`config.mk`:
```
export PLATFORM = sky130hd
export DESIGN_NAME = fp16_quot_normalizer_flat
export DESIGN_NICKNAME = d
export VERILOG_FILES = /design/src/rtl/fp16_quot_normalizer_if.sv /design/src/rtl/fp16_quot_normalizer.sv /design/src/flat_wrapper.sv
export SDC_FILE = /design/constraint.sdc
export NUM_CORES = 1
export LEC_CHECK = 0
export BUFFER_PORTS_ARGS = -buffer_cell sky130_fd_sc_hd__buf_2
export CORE_ASPECT_RATIO = 2
export CORE_MARGIN = 3
export CORE_UTILIZATION = 45
export CTS_BUF_LIST = sky130_fd_sc_hd__clkbuf_8
export DETAILED_ROUTE_END_ITERATION = 8
export GPL_TIMING_DRIVEN = 0
export PLACE_DENSITY = 0.76
export SLEW_MARGIN = 10
export SYNTH_ARGS = -nofsm -noshare
export SYNTH_HDL_FRONTEND = slang
export SYNTH_SLANG_ARGS = --single-unit
```
`constraint.sdc`:
```
create_clock -name clk -period 4.59 [get_ports clk]
set_input_delay 0.918 -clock clk [delete_from_list [all_inputs] [get_ports clk]]
set_output_delay 0.918 -clock clk [all_outputs]
set_load 0.05 [all_outputs]
```
`src/rtl/fp16_quot_normalizer_if.sv`:
```
// ============================================================================
// fp16_quot_normalizer_if
// Upstream quotient handshake and downstream binary16 result bundle.
// Revision: 1.0
// ============================================================================
`default_nettype none

interface fp16_quot_normalizer_if #(
    parameter int MW = 24
);
    logic          in_valid;
    logic          in_ready;
    logic          in_sign;
    logic [6:0]    in_exp;
    logic [MW-1:0] in_mant;
    logic [1:0]    in_class;
    logic          out_valid;
    logic          out_ready;
    logic [15:0]   out_result;
    logic          out_overflow;
    logic          out_underflow;
    logic          out_inexact;

    modport master (
        output in_valid, in_sign, in_exp, in_mant, in_class, out_ready,
        input  in_ready, out_valid, out_result, out_overflow, out_underflow, out_inexact
    );

    modport slave (
        input  in_valid, in_sign, in_exp, in_mant, in_class, out_ready,
        output in_ready, out_valid, out_result, out_overflow, out_underflow, out_inexact
    );
endinterface

`default_nettype wire

```
`src/rtl/fp16_quot_normalizer.sv`:
```
// ============================================================================
// fp16_quot_normalizer
// Normalizes a raw divider quotient one shift per cycle, rounds to nearest
// even and packs an IEEE-754 binary16 result with exception flags.
// Optional macro FP16_SUBNORMAL_EN enables gradual underflow (DENORM state).
// Revision: 1.0
// ============================================================================
`default_nettype none

module fp16_quot_normalizer #(
    parameter int MW = 24
) (
    input  wire                   clk,
    input  wire                   reset_n,
    fp16_quot_normalizer_if.slave bus
);

    typedef enum logic [2:0] {
        S_IDLE   = 3'd0,
        S_NORM   = 3'd1,
        S_DENORM = 3'd2,
        S_ROUND  = 3'd3,
        S_DONE   = 3'd4
    } state_t;

    localparam logic [1:0]        c_cls_normal = 2'b00;
    localparam logic [1:0]        c_cls_zero   = 2'b01;
    localparam logic [1:0]        c_cls_inf    = 2'b10;
    localparam logic [1:0]        c_cls_nan    = 2'b11;
    localparam logic signed [8:0] c_bias       = 9'sd15;
`ifdef FP16_SUBNORMAL_EN
    localparam logic signed [8:0] c_exp_min    = -9'sd14;
`endif

    state_t                state_q, state_d;
    logic                  sign_q, sign_d;
    logic signed [8:0]     exp_q, exp_d;
    logic [MW-1:0]         mant_q, mant_d;
    logic                  sticky_q, sticky_d;
    logic [1:0]            cls_q, cls_d;
    logic [15:0]           result_q, result_d;
    logic                  ovf_q, ovf_d;
    logic                  unf_q, unf_d;
    logic                  inx_q, inx_d;
`ifdef FP16_SUBNORMAL_EN
    logic [3:0]            cnt_q, cnt_d;
`endif

    logic [9:0]            frac_w;
    logic                  guard_w;
    logic                  sticky_w;
    logic                  round_up_w;
    logic [10:0]           frac_sum_w;
    logic                  carry_w;
    logic signed [8:0]     biased_w;
    logic                  inexact_w;

    // Rounding datapath; only meaningful while in S_ROUND.
    always_comb begin
        frac_w     = mant_q[MW-3:MW-12];
        guard_w    = mant_q[MW-13];
        sticky_w   = (|mant_q[MW-14:0]) | sticky_q;
        round_up_w = guard_w & (sticky_w | frac_w[0]);
        frac_sum_w = {1'b0, frac_w} + {10'd0, round_up_w};
        carry_w    = frac_sum_w[10];
        biased_w   = exp_q + c_bias + $signed({8'd0, carry_w});
        inexact_w  = guard_w | sticky_w;
    end

    always_comb begin
        state_d  = state_q;
        sign_d   = sign_q;
        exp_d    = exp_q;
        mant_d   = mant_q;
        sticky_d = sticky_q;
        cls_d    = cls_q;
        result_d = result_q;
        ovf_d    = ovf_q;
        unf_d    = unf_q;
        inx_d    = inx_q;
`ifdef FP16_SUBNORMAL_EN
        cnt_d    = cnt_q;
`endif
        unique case (state_q)
            S_IDLE: begin
                if (bus.in_valid) begin
                    sign_d   = bus.in_sign;
                    exp_d    = {{2{bus.in_exp[6]}}, bus.in_exp};
                    mant_d   = bus.in_mant;
                    sticky_d = 1'b0;
`ifdef FP16_SUBNORMAL_EN
                    cnt_d    = 4'd0;
`endif
                    // Specials and zero take one pass through ROUND so the
                    // result register has a single load point.
                    if (bus.in_class == c_cls_normal && (|bus.in_mant)) begin
                        cls_d   = c_cls_normal;
                        state_d = S_NORM;
                    end else begin
                        cls_d   = (bus.in_class == c_cls_normal) ? c_cls_zero : bus.in_class;
                        state_d = S_ROUND;
                    end
                end
            end
            S_NORM: begin
                if (mant_q[MW-1]) begin
                    mant_d   = mant_q >> 1;
                    sticky_d = sticky_q | mant_q[0];
                    exp_d    = exp_q + 9'sd1;
                end else if (!mant_q[MW-2]) begin
                    mant_d   = mant_q << 1;
                    exp_d    = exp_q - 9'sd1;
                end else begin
`ifdef FP16_SUBNORMAL_EN
                    state_d = (exp_q < c_exp_min) ? S_DENORM : S_ROUND;
`else
                    state_d = S_ROUND;
`endif
                end
            end
`ifdef FP16_SUBNORMAL_EN
            S_DENORM: begin
                if (exp_q < c_exp_min && cnt_q != 4'd12) begin
                    mant_d   = mant_q >> 1;
                    sticky_d = sticky_q | mant_q[0];
                    exp_d    = exp_q + 9'sd1;
                    cnt_d    = cnt_q + 4'd1;
                end else begin
                    state_d = S_ROUND;
                end
            end
`endif
            S_ROUND: begin
                state_d = S_DONE;
                ovf_d   = 1'b0;
                unf_d   = 1'b0;
                inx_d   = 1'b0;
                case (cls_q)
                    c_cls_nan:  result_d = 16'h7E00;
                    c_cls_inf:  result_d = {sign_q, 5'h1F, 10'h000};
                    c_cls_zero: result_d = {sign_q, 15'h0000};
                    default: begin
                        result_d = {sign_q, biased_w[4:0], frac_sum_w[9:0]};
                        inx_d    = inexact_w;
                        if (biased_w >= 9'sd31) begin
                            result_d = {sign_q, 5'h1F, 10'h000};
                            ovf_d    = 1'b1;
                            inx_d    = 1'b1;
                        end else if (biased_w <= 9'sd0) begin
                            result_d = {sign_q, 15'h0000};
                            unf_d    = 1'b1;
                            inx_d    = 1'b1;
                        end
`ifdef FP16_SUBNORMAL_EN
                        if (exp_q < c_exp_min) begin
                            result_d = {sign_q, 15'h0000};
                            ovf_d    = 1'b0;
                            unf_d    = 1'b1;
                            inx_d    = 1'b1;
                        end else if (!mant_q[MW-2]) begin
                            // A rounding carry lands in exponent bit 0: smallest normal.
                            result_d = {sign_q, 4'd0, carry_w, frac_sum_w[9:0]};
                            ovf_d    = 1'b0;
                            unf_d    = inexact_w & ~carry_w;
                            inx_d    = inexact_w;
                        end
`endif
                    end
                endcase
            end
            S_DONE: begin
                if (bus.out_ready) begin
                    state_d = S_IDLE;
                end
            end
            default: state_d = S_IDLE;
        endcase
    end

    always_ff @(posedge clk or negedge reset_n) begin
        if (!reset_n) begin
            state_q  <= S_IDLE;
            sign_q   <= 1'b0;
            exp_q    <= '0;
            mant_q   <= '0;
            sticky_q <= 1'b0;
            cls_q    <= 2'b00;
            result_q <= 16'h0000;
            ovf_q    <= 1'b0;
            unf_q    <= 1'b0;
            inx_q    <= 1'b0;
`ifdef FP16_SUBNORMAL_EN
            cnt_q    <= 4'd0;
`endif
        end else begin
            state_q  <= state_d;
            sign_q   <= sign_d;
            exp_q    <= exp_d;
            mant_q   <= mant_d;
            sticky_q <= sticky_d;
            cls_q    <= cls_d;
            result_q <= result_d;
            ovf_q    <= ovf_d;
            unf_q    <= unf_d;
            inx_q    <= inx_d;
`ifdef FP16_SUBNORMAL_EN
            cnt_q    <= cnt_d;
`endif
        end
    end

    assign bus.in_ready      = (state_q == S_IDLE);
    assign bus.out_valid     = (state_q == S_DONE);
    assign bus.out_result    = result_q;
    assign bus.out_overflow  = ovf_q;
    assign bus.out_underflow = unf_q;
    assign bus.out_inexact   = inx_q;

endmodule

`default_nettype wire

```
`src/flat_wrapper.sv`:
```
// flat-port wrapper written by rule: the top's interface ports become plain ports
module fp16_quot_normalizer_flat 
#(
    parameter int MW = 24
)
  (clk, reset_n, bus_in_valid, bus_in_sign, bus_in_exp, bus_in_mant, bus_in_class, bus_out_ready, bus_in_ready, bus_out_valid, bus_out_result, bus_out_overflow, bus_out_underflow, bus_out_inexact);
  fp16_quot_normalizer_if #(.MW(MW)) bus_i ();
  input  wire clk;
  input  wire reset_n;
  input wire logic [$bits(bus_i.in_valid)-1:0] bus_in_valid;
  input wire logic [$bits(bus_i.in_sign)-1:0] bus_in_sign;
  input wire logic [$bits(bus_i.in_exp)-1:0] bus_in_exp;
  input wire logic [$bits(bus_i.in_mant)-1:0] bus_in_mant;
  input wire logic [$bits(bus_i.in_class)-1:0] bus_in_class;
  input wire logic [$bits(bus_i.out_ready)-1:0] bus_out_ready;
  output wire logic [$bits(bus_i.in_ready)-1:0] bus_in_ready;
  output wire logic [$bits(bus_i.out_valid)-1:0] bus_out_valid;
  output wire logic [$bits(bus_i.out_result)-1:0] bus_out_result;
  output wire logic [$bits(bus_i.out_overflow)-1:0] bus_out_overflow;
  output wire logic [$bits(bus_i.out_underflow)-1:0] bus_out_underflow;
  output wire logic [$bits(bus_i.out_inexact)-1:0] bus_out_inexact;
  assign bus_i.in_valid = bus_in_valid;
  assign bus_i.in_sign = bus_in_sign;
  assign bus_i.in_exp = bus_in_exp;
  assign bus_i.in_mant = bus_in_mant;
  assign bus_i.in_class = bus_in_class;
  assign bus_i.out_ready = bus_out_ready;
  assign bus_in_ready = bus_i.in_ready;
  assign bus_out_valid = bus_i.out_valid;
  assign bus_out_result = bus_i.out_result;
  assign bus_out_overflow = bus_i.out_overflow;
  assign bus_out_underflow = bus_i.out_underflow;
  assign bus_out_inexact = bus_i.out_inexact;
  fp16_quot_normalizer #(.MW(MW)) u_core (.clk(clk), .reset_n(reset_n), .bus(bus_i));
endmodule
```
==> impl_metrics.tcl, run 1 <==
set metrics [dict create \
    outcome "finished, final reports clean" \
    timing.fmax_mhz 254 \
    setup_violations 0 \
    syn_avg_cell_area_um2 8.38 \
    grt_pass1_vias 3731 \
    io-pin-count 59 \
    synth_top_family_by_area "compound AO/OA/AOI/OAI gates" \
    worstPathArrival_ps 4210 \
    die-area_um2 9320 \
    p_int_mw 1.77 \
    worst-slew-pin-transition_ps 950 \
    start_util_pct 46.1 \
    clk_pin_slew_ps 70 \
    grt_start_max_net_pins 60 \
    tritoncts "built" \
    layout-drive-gt1-share_pct 17.6 \
    synth.area.top_cells "dfrtp_1 40%, nand2_1 8.0%, o21ai_0 7.0%" \
    hp-class "flip-flop to flip-flop" \
    area_growth_pct 17.2 \
    fin_crit_sh_pct 85.7 \
    clock_sinks 59 \
    layout.nets 555 \
    grt_antenna_before_repair 0 \
    cap_violations 0 \
    dieWidth_um 69.8 \
    gp_congestion 0.887 \
    synth_ff_type "dfrtp_1" \
    final_cells 606 \
    p_leak_nw 1.90 \
    cts.repair.resized 0 \
    wl_per_cell_um 17.0 \
    post_cts_buffers 0 \
    seq_power_share_pct 27.8 \
    critPathCaptureType "flip-flop" \
    r2r_setup_slack_ps 660 \
    rows 46 \
    synth-compound-area-share_pct 23.0 \
    startpoint_type "flip-flop" \
    fin_tns_setup_ps 0 \
    slew_headroom_pct 36.2 \
    dp_hpwl_mm 7.83 \
    post-route-drc-count 0 \
    swShare_pct 49.2 \
    ys_warn_count 0 \
    clock_latency_ps 350 \
    grt_pass1_wl_mm 16.9 \
    p_total_mw 3.48 \
    fin_skew_ps 8.66 \
    synthXorXnorAreaFrac_pct 4.54 \
    rsz0062_at_grt "false" \
    netlist_area_um2 3660 \
    io_buffers 58 \
    cp.required_ps 4870 \
    synth_common_cells "78 x nand2_1, 59 x dfrtp_1, 51 x o21ai_0" \
    die_h_um 134 \
    yosysSeqAreaShare_pct 40.3 \
    p_clk_share_pct 15.1 \
    async_reset_ff_share_pct 100 \
    cts.htree.levels 3 \
    drtAntennaViolNets 0 \
    crit_start "u_core.mant_q[11]$_DFFE_PN0P_" \
    hold_violations 0 \
    final_max_slew_viol_count 0 \
    synth.area.mux_share_pct 1.95 \
    endpoint "u_core.bus.out_result[0]$_DFFE_PN0P_" \
    timing.rr.start "u_core.mant_q[11]$_DFFE_PN0P_" \
    n_antenna_cell 0 \
    core_area_um2 7940 \
    timing_worst_setup_path_type "flip-flop to flip-flop" \
    clockBufferDepth 2 \
    min_period_ps 3930 \
    synth_cells 437 \
    ys_ff_latch 59 \
    drt_wl_total_mm 10.3 \
    vias 3630 \
    yosysTopAreaCell "dfrtp_1" \
    p_per_area_nw_per_um2 812 \
    reg2regPathDepth 15 \
    power_switching_mw 1.71 \
    place_inst 591 \
    timing.rr.end "u_core.bus.out_result[0]$_DFFE_PN0P_" \
    grt_util_all_layers_pct 22.7 \
    cp_max_fo 8 \
    synth_fp_nets 486 \
    dr.pass1.iters 5 \
    p_comb_share_pct 57.0 \
    yosysUniqueCellTypes 52 \
    synthSimpleGateAreaFrac_pct 20.8 \
    synth_fa_ha_area_share_pct 3.96 \
    synth_edf_count 0 \
    drtIter0Drc 226 \
    cts_made_buffers 9 \
    cts_root_buf "clkbuf_8" \
    hold_buffers 0 \
    grt_overflow_total 0 \
    yosysMostFrequentCell "nand2_1" \
    yosys.area.top_type_share_pct 40.3 \
    vdd_drop_max_mv 0.289 \
    vias_per_cell 5.99 \
]
## power by group through the flow
stage               combinational (mW)  sequential (mW)  clock, mW
floorplan                         1.35             1.08          0
finish                            1.99            0.969      0.527
CTS                               1.98            0.962      0.532
global placement                  1.89            0.958          0
global route                      2.20            0.999      0.554
detailed placement                1.96            0.971          0
## layer usage
metal,wire length [µm],up-vias,track usage [%]
met5,0,-,0
met2,5600,132,40.4
met3,461,35,3.63
met4,469,0,15.7
li1,-,1721,-
met1,3790,1742,23.8
## critical path, cell delays in order (launching register included)
cell and delay [ps]:
dfrtp_1 440, inv_1 110, nor2_1 170, ha_1 210, nand3_1 150, nor4_1 430
nand3_1 210, ha_1 270, ha_1 250, or3b_1 180, buf_2 140, mux2i_1 200
a41oi_1 220, nor4_4 530, nand2_4 140, o21ai_1 190
## metrics by stage
step           cell area (µm²)  util, %  hold WS [ps]  setup WS (ps)
2_1_floorplan             3660        -           463           1320
3_3_place_gp              4070     51.3           445            739
3_5_place_dp              4080     51.3           465            645
4_1_cts                   4290     54.0           480            610
5_1_grt                   4290     54.0           516            317
6_report                  4290     54.0           478            658
## layout make-up
cell class | count | area, µm²
fill | 757 | 3650
timing repair buffer | 58 | 293
buffer | 27 | 114
clock buffer | 10 | 138
inverter | 23 | 86.3
tap | 96 | 120
clock inverter | 5 | 77.6
sequential | 59 | 1480
multi-input combinational | 328 | 1990
## state kept, by name, summed over array words and instances, names as in the netlist
| signal | count |
|---|---|
| u_core.bus.out_overflow | 1 |
| u_core.sign_q | 1 |
| u_core.cls_q | 2 |
| u_core.exp_q | 9 |
| u_core.bus.out_result | 16 |
| u_core.state_q | 3 |
| u_core.sticky_q | 1 |
| u_core.bus.out_inexact | 1 |
| u_core.bus.out_underflow | 1 |
| u_core.mant_q | 24 |
## worst min path at each step
stage	start	end	slack (ps)	cells after the start
after CTS	u_core.bus.out_underflow$_DFFE_PN0P_	u_core.bus.out_underflow$_DFFE_PN0P_	480	2
after detailed placement	u_core.bus.out_underflow$_DFFE_PN0P_	u_core.bus.out_underflow$_DFFE_PN0P_	460	2
final	u_core.bus.out_result[15]$_DFFE_PN0P_	u_core.bus.out_result[15]$_DFFE_PN0P_	480	2
after global placement	u_core.bus.out_result[15]$_DFFE_PN0P_	u_core.bus.out_result[15]$_DFFE_PN0P_	450	2
after global routing	u_core.bus.out_underflow$_DFFE_PN0P_	u_core.bus.out_underflow$_DFFE_PN0P_	520	2
after floorplan	u_core.sign_q$_DFFE_PN0P_	u_core.bus.out_result[15]$_DFFE_PN0P_	460	2
## cell families after synthesis
| family | after synthesis |
|---|---|
| AND/OR/NAND/NOR | 160 |
| buffers and inverters | 50 |
| flip-flops | 59 |
| AO/OA/AOI/OAI | 131 |
| adder cells (fa/ha/maj) | 11 |
| multiplexers | 7 |
| XOR/XNOR | 19 |
## cells in the final DEF (no fill, tap or decap), drive strengths merged, types with 14 or more instances in the layout
cell type	synthesis	layout
nand2	79	79
xnor2	16	16
buf	5	63
a21oi	21	21
dfrtp	59	59
o21ai	60	60
o311ai	14	14
inv	22	22
nor2	21	21
clkbuf	22	32
nor4	14	14
nand3	15	15
Note: power is estimated with default switching activity, not from simulation.
==> run 2: changes to the inputs <==
- PLACE_DENSITY: 0.76 -> not set
- PLACE_DENSITY_LB_ADDON: not set -> 0.12
- clock period: 4.59 -> 3.7 ns (I/O delays scaled with it)
==> run 2 against run 1 <==
  * Sequential power rose by 25%
  * Clock skew is 1.2 ps lower
  * Worst setup slack worse by 420 ps
  * Via count down 1.8%
  * Largest power group unchanged
  * Critical path depth stayed put
  * Maximum frequency up 14%
  * Wire length rose by 4.1%
  * Clock-buffer cell count is 1 higher
  * Power increased by 26%
  * Non-clock buffer count rose by 2
  * Hold slack worse by 16 ps
==> impl_metrics.tcl, run 2 (synthesis gave the netlist of run 1 again) <==
set metrics [dict create \
    outcome "finished, final reports clean" \
    critPathCaptureType "flip-flop" \
    top_register "u_core.mant_q" \
    startpoint_type "flip-flop" \
    post-route-drc-count 0 \
    cap_violations 0 \
    grt_pass1_vias 3575 \
    hp-class "input pin to async pin" \
    fin_crit_sh_pct 93.4 \
    clock_sinks 59 \
    layout_commonest_cell "nand2_1" \
    rows 46 \
    timing.fmax_mhz 289 \
    start_util_pct 46.1 \
    drtIter0Drc 224 \
    slew_headroom_pct 40.1 \
    timing_worst_setup_path_type "flip-flop to flip-flop" \
    mostFrequentLayoutCells "78 x nand2_1, 61 x buf_2, 58 x dfrtp_1, 51 x o21ai_0" \
    grt_util_met3_pct 3.93 \
    wl_per_cell_um 17.6 \
    area_growth_pct 19.0 \
    grt_start_max_net_pins 60 \
    setup_violations 0 \
    cts_root_buf "clkbuf_8" \
    worst_slack_ps 243 \
    placed_cell_area_um2 4080 \
    grt_pass1_wl_mm 17.2 \
    largest_reg_flops 24 \
    die_h_um 134 \
    cp_max_fo 5 \
    whs_ps 462 \
    fin_skew_ps 7.49 \
    core_area_um2 7940 \
    die-area_um2 9320 \
    clock_latency_ps 350 \
    io_buffers 58 \
    layout-drive-gt1-share_pct 19.5 \
    io-pin-count 59 \
    use_met2_pct 42.3 \
    clk_pin_slew_ps 70 \
    p_per_area_nw_per_um2 1010 \
    worst-slew-pin-transition_ps 898 \
    cts.htree.levels 3 \
    vias 3566 \
    hold_buffers 0 \
    hold_violations 0 \
    p_total_mw 4.39 \
    min_period_ps 3460 \
    drt_wl_total_mm 10.7 \
    grt_util_all_layers_pct 23.5 \
    dp_hpwl_mm 8.07 \
    p_leak_nw 1.93 \
    layout.nets 557 \
    vdd_drop_max_mv 0.487 \
    grt_use_met1_pct 25.5 \
    worstPathArrival_ps 3750 \
    grt_overflow_total 0 \
    dieWidth_um 69.8 \
    vias_per_cell 5.86 \
    clockBufferDepth 2 \
    dr.pass1.iters 4 \
    n_antenna_cell 0 \
    final_max_slew_viol_count 0 \
    drtAntennaViolNets 0 \
    tritoncts "built" \
    gp_congestion 0.952 \
    design_area_um2 4360 \
    grt-busiest-layer "met2" \
    cp.required_ps 3990 \
    dpl_worst_slack_ps -222 \
    cts_made_buffers 9 \
    grt_antenna_before_repair 0 \
]
## run 2: where the power goes
group | internal (mW) | total, mW | leakage, nW | switching, mW
Clock | 0.412 | 0.685 | 0.119 | 0.273
Combinational | 0.896 | 2.49 | 1.07 | 1.60
Sequential | 0.924 | 1.21 | 0.741 | 0.291
Total | 2.23 | 4.39 | 1.93 | 2.16
## run 2: worst max-delay path, cell delays in order, from the launching register on
cell and delay, ps:
dfrtp_2 420, inv_1 100, nor2_2 150, ha_2 230, nand3_2 140, nor4_4 180, nand3_1 130, ha_1 240
ha_1 260, or3b_1 180, buf_2 140, mux2i_1 220, a41oi_2 200, nor4_4 450, buf_4 190, a32o_1 150
## run 2: layer usage
metal | share of wire, % | up-vias | wire [µm]
met4 | 3.6 | 0 | 382
met2 | 55 | 98 | 5870
met3 | 4.3 | 24 | 464
li1 | - | 1721 | -
met5 | 0 | - | 0
met1 | 37 | 1723 | 4020
## run 2: through the flow
stage	instances	util, %	setup TNS [ps]
finish	609	54.9	0
floorplan	437	-	0
detailed placement	591	51.3	-2370
CTS	608	54.4	0
global route	609	54.9	-15.8
global placement	591	51.3	-1720
## run 2: repair_timing
action	4_1_cts	5_1_grt
pin swaps	1	2
gates resized for setup	2	6
buffers inserted	1	1
endpoints found under the setup margin	18	16
## run 2: path summary, 6_finish.rpt
check                                                            from                                    end  slack [ps]  cells past startpoint
worst min-delay path                                          reset_n  u_core.bus.out_result[14]$_DFFE_PN0P_         460                      1
worst min register to register  u_core.bus.out_result[15]$_DFFE_PN0P_  u_core.bus.out_result[15]$_DFFE_PN0P_         460                      2
max in group asynchronous                                     reset_n          u_core.mant_q[11]$_DFFE_PN0P_        2660                      1
worst max-delay path                    u_core.mant_q[11]$_DFFE_PN0P_   u_core.bus.out_result[1]$_DFFE_PN0P_         240                     15
min in group clk                u_core.bus.out_result[15]$_DFFE_PN0P_  u_core.bus.out_result[15]$_DFFE_PN0P_         460                      2
worst max register to register          u_core.mant_q[11]$_DFFE_PN0P_   u_core.bus.out_result[1]$_DFFE_PN0P_         240                     15
## run 2: area by class of cell
type                            instances  area, µm²
Inverter                               23       86.3
Timing Repair Buffer                   60        308
Multi-Input combinational cell        328       2030
Clock inverter                          5       75.1
Sequential cell                        59       1480
Fill cell                             785       3580
Clock buffer                           11        151
Tap cell                               96        120
Buffer                                 27        114
==> run 3: changes to the inputs <==
--- a/config.mk
+++ b/config.mk
@@ -7,2 +7,3 @@
 export LEC_CHECK = 0
+export ABC_AREA = 1
 export BUFFER_PORTS_ARGS = -buffer_cell sky130_fd_sc_hd__buf_2
==> constraint.sdc (replaced) <==
create_clock -name clk -period 4.3 [get_ports clk]
set_input_delay 0.86 -clock clk [delete_from_list [all_inputs] [get_ports clk]]
set_output_delay 0.86 -clock clk [all_outputs]
set_load 0.005 [all_outputs]
==> run 3 against run 2 <==
  * Design area decreased by 2.8%
  * Wire length decreased by 7.2%
  * Critical path type unchanged
  * Highest routed layer unchanged
  * Clock skew increased by 2.3 ps
==> impl_metrics.tcl, run 3 <==
set metrics [dict create \
    timing_worst_setup_path_type "flip-flop to flip-flop" \
    async_reset_ff_share_pct 100 \
    post_cts_buffers 0 \
    gp_congestion 0.889 \
    io_buffers 58 \
    die_h_um 134 \
    slowest_delay_ps 400 \
    n_antenna_cell 0 \
    synth_fp_nets 543 \
    vias_per_cell 5.34 \
    mostFrequentLayoutCells "129 x nand2_1, 62 x buf_2, 60 x inv_1, 59 x dfrtp_1, 47 x o21ai_0" \
    fin_tns_setup_ps 0 \
    layout-drive-gt1-share_pct 16.0 \
    critical_path.top_delay_family "simple AND/OR/NAND/NOR gates" \
    synth_cells 494 \
    tritoncts "built" \
    dieWidth_um 69.8 \
    hp-class "flip-flop to flip-flop" \
    drt_wl_total_mm 9.96 \
    cts.repair.resized 0 \
    path_cells "nand2_1 -> inv_1 -> ha_1 -> nand3_1 -> nor2_1 -> nand2_1 -> nor2_1 -> nand4_1 -> ha_1 -> ha_1 -> nand2_1 -> nand3_1 -> xor2_2 -> nand2_1 -> o21ai_0 -> nand3_1" \
    dr.pass1.iters 5 \
    cts_made_buffers 9 \
    vdd_drop_max_mv 0.376 \
    startpoint_type "flip-flop" \
    grt_util_all_layers_pct 22.8 \
    yosys.area.top_type_share_pct 40.4 \
    p_leak_nw 2.07 \
    clockBufferDepth 2 \
    outcome "finished, final reports clean" \
    cts.htree.levels 3 \
    netlist_area_um2 3660 \
    setup_violations 0 \
    worstPathArrival_ps 3370 \
    worst-path-buf-inv 1 \
    drtAntennaViolNets 0 \
    cp.required_ps 4530 \
    layout.nets 612 \
    vias 3535 \
    grt_pass1_vias 3610 \
    clk_pin_slew_ps 80 \
    ys_warn_count 0 \
    min_period_ps 3140 \
    path_common_cell "nand2_1" \
    die-area_um2 9310 \
    fin_skew_ps 9.80 \
    yosysUniqueCellTypes 35 \
    yosysMostFrequentCell "nand2_1" \
    synth_common_cells "129 x nand2_1, 59 x dfrtp_1, 59 x inv_1" \
    largest_reg_flops 24 \
    worst-slew-pin-transition_ps 797 \
    final_max_slew_viol_count 0 \
    grt_start_max_net_pins 60 \
    p_total_mw 3.23 \
    rows 45 \
    slowest_stage "dfrtp_1" \
    slew_headroom_pct 46.9 \
    fin_crit_sh_pct 73.0 \
    cap_violations 0 \
    clock_sinks 59 \
    synth_edf_count 0 \
    yosysTopAreaCell "dfrtp_1" \
    wl_per_cell_um 15.0 \
    grt_overflow_total 0 \
    area_growth_pct 15.8 \
    core_area_um2 7770 \
    yosysSeqAreaShare_pct 40.4 \
    hold_violations 0 \
    layout_commonest_cell "nand2_1" \
    timing.fmax_mhz 318 \
    p_per_area_nw_per_um2 763 \
    io-pin-count 59 \
    worst_slack_ps 1160 \
    cp_max_fo 9 \
    syn_avg_cell_area_um2 7.41 \
    dpl_worst_slack_ps 1110 \
    grt_pass1_wl_mm 17.0 \
    synth_ff_type "dfrtp_1" \
    ys_ff_latch 59 \
    hold_buffers 0 \
    grt_antenna_before_repair 0 \
    clock_latency_ps 350 \
    top_register "u_core.mant_q" \
    cts_root_buf "clkbuf_8" \
    post-route-drc-count 0 \
    dp_hpwl_mm 7.64 \
    synth.area.top_cells "dfrtp_1 40%, nand2_1 13%, o21ai_0 6.4%" \
    drtIter0Drc 232 \
    critPathCaptureType "flip-flop" \
    rsz0062_at_grt "false" \
    whs_ps 474 \
    start_util_pct 47.1 \
]
-- run 3: worst paths after layout --
check,start,endpoint,slack (ps),depth (start not counted)
max in group asynchronous,reset_n,u_core.mant_q[18]$_DFFE_PN0P_,3180,1
min reg2reg,u_core.sign_q$_DFFE_PN0P_,u_core.sign_q$_DFFE_PN0P_,470,2
max,u_core.mant_q[11]$_DFFE_PN0P_,u_core.bus.out_inexact$_DFFE_PN0P_,1160,16
min,u_core.sign_q$_DFFE_PN0P_,u_core.sign_q$_DFFE_PN0P_,470,2
max reg2reg,u_core.mant_q[11]$_DFFE_PN0P_,u_core.bus.out_inexact$_DFFE_PN0P_,1160,16
min in group asynchronous,reset_n,u_core.exp_q[5]$_DFFE_PN0P_,590,1
-- run 3: stage by stage --
stage / util, % / instances / cell area [µm²]
finish: 54.5 / 662 / 4240
global placement: 52.3 / 646 / 4070
global route: 54.5 / 662 / 4240
floorplan: - / 494 / 3660
CTS: 54.5 / 662 / 4240
detailed placement: 52.4 / 646 / 4070
-- run 3: tightest hold or removal path: stages, from the launching register on --
cell	delay, ps
dfrtp_1	350
nand2_1	50
nand2_1	50
-- run 3: cell families (layout without fill, tap and decap cells) --
kind of cell | count (synthesis) | in the layout | share of synthesized area [%]
simple gates | 213 | 213 | 24.8
compound gates | 116 | 116 | 18.2
buf+inv | 79 | 153 | 8.38
flops | 59 | 59 | 40.4
xor+xnor | 16 | 16 | 4.24
fa+ha+maj | 11 | 11 | 3.97
-- run 3: where the power goes --
part           leakage, nW  internal [mW]  switching (mW)
logic                 1.25          0.652            1.13
clock network       0.0828          0.206           0.240
registers            0.737          0.788           0.220
-- run 3: per-layer routing --
metal	GRT usage, %	vias up	share of wire, %
li1	-	1779	-
met1	25.8	1652	40
met5	0	-	0
met2	40.9	84	54
met4	11.1	0	2.8
met3	3.78	20	3.6
-- run 3: cell type report --
type                            instances  area [µm²]
Inverter                               60         225
Timing Repair Buffer                   58         293
Clock buffer                            9         124
Tap cell                               94         118
Buffer                                 19        81.3
Clock inverter                          7        45.0
Fill cell                             776        3530
Multi-Input combinational cell        356        1880
Sequential cell                        59        1480
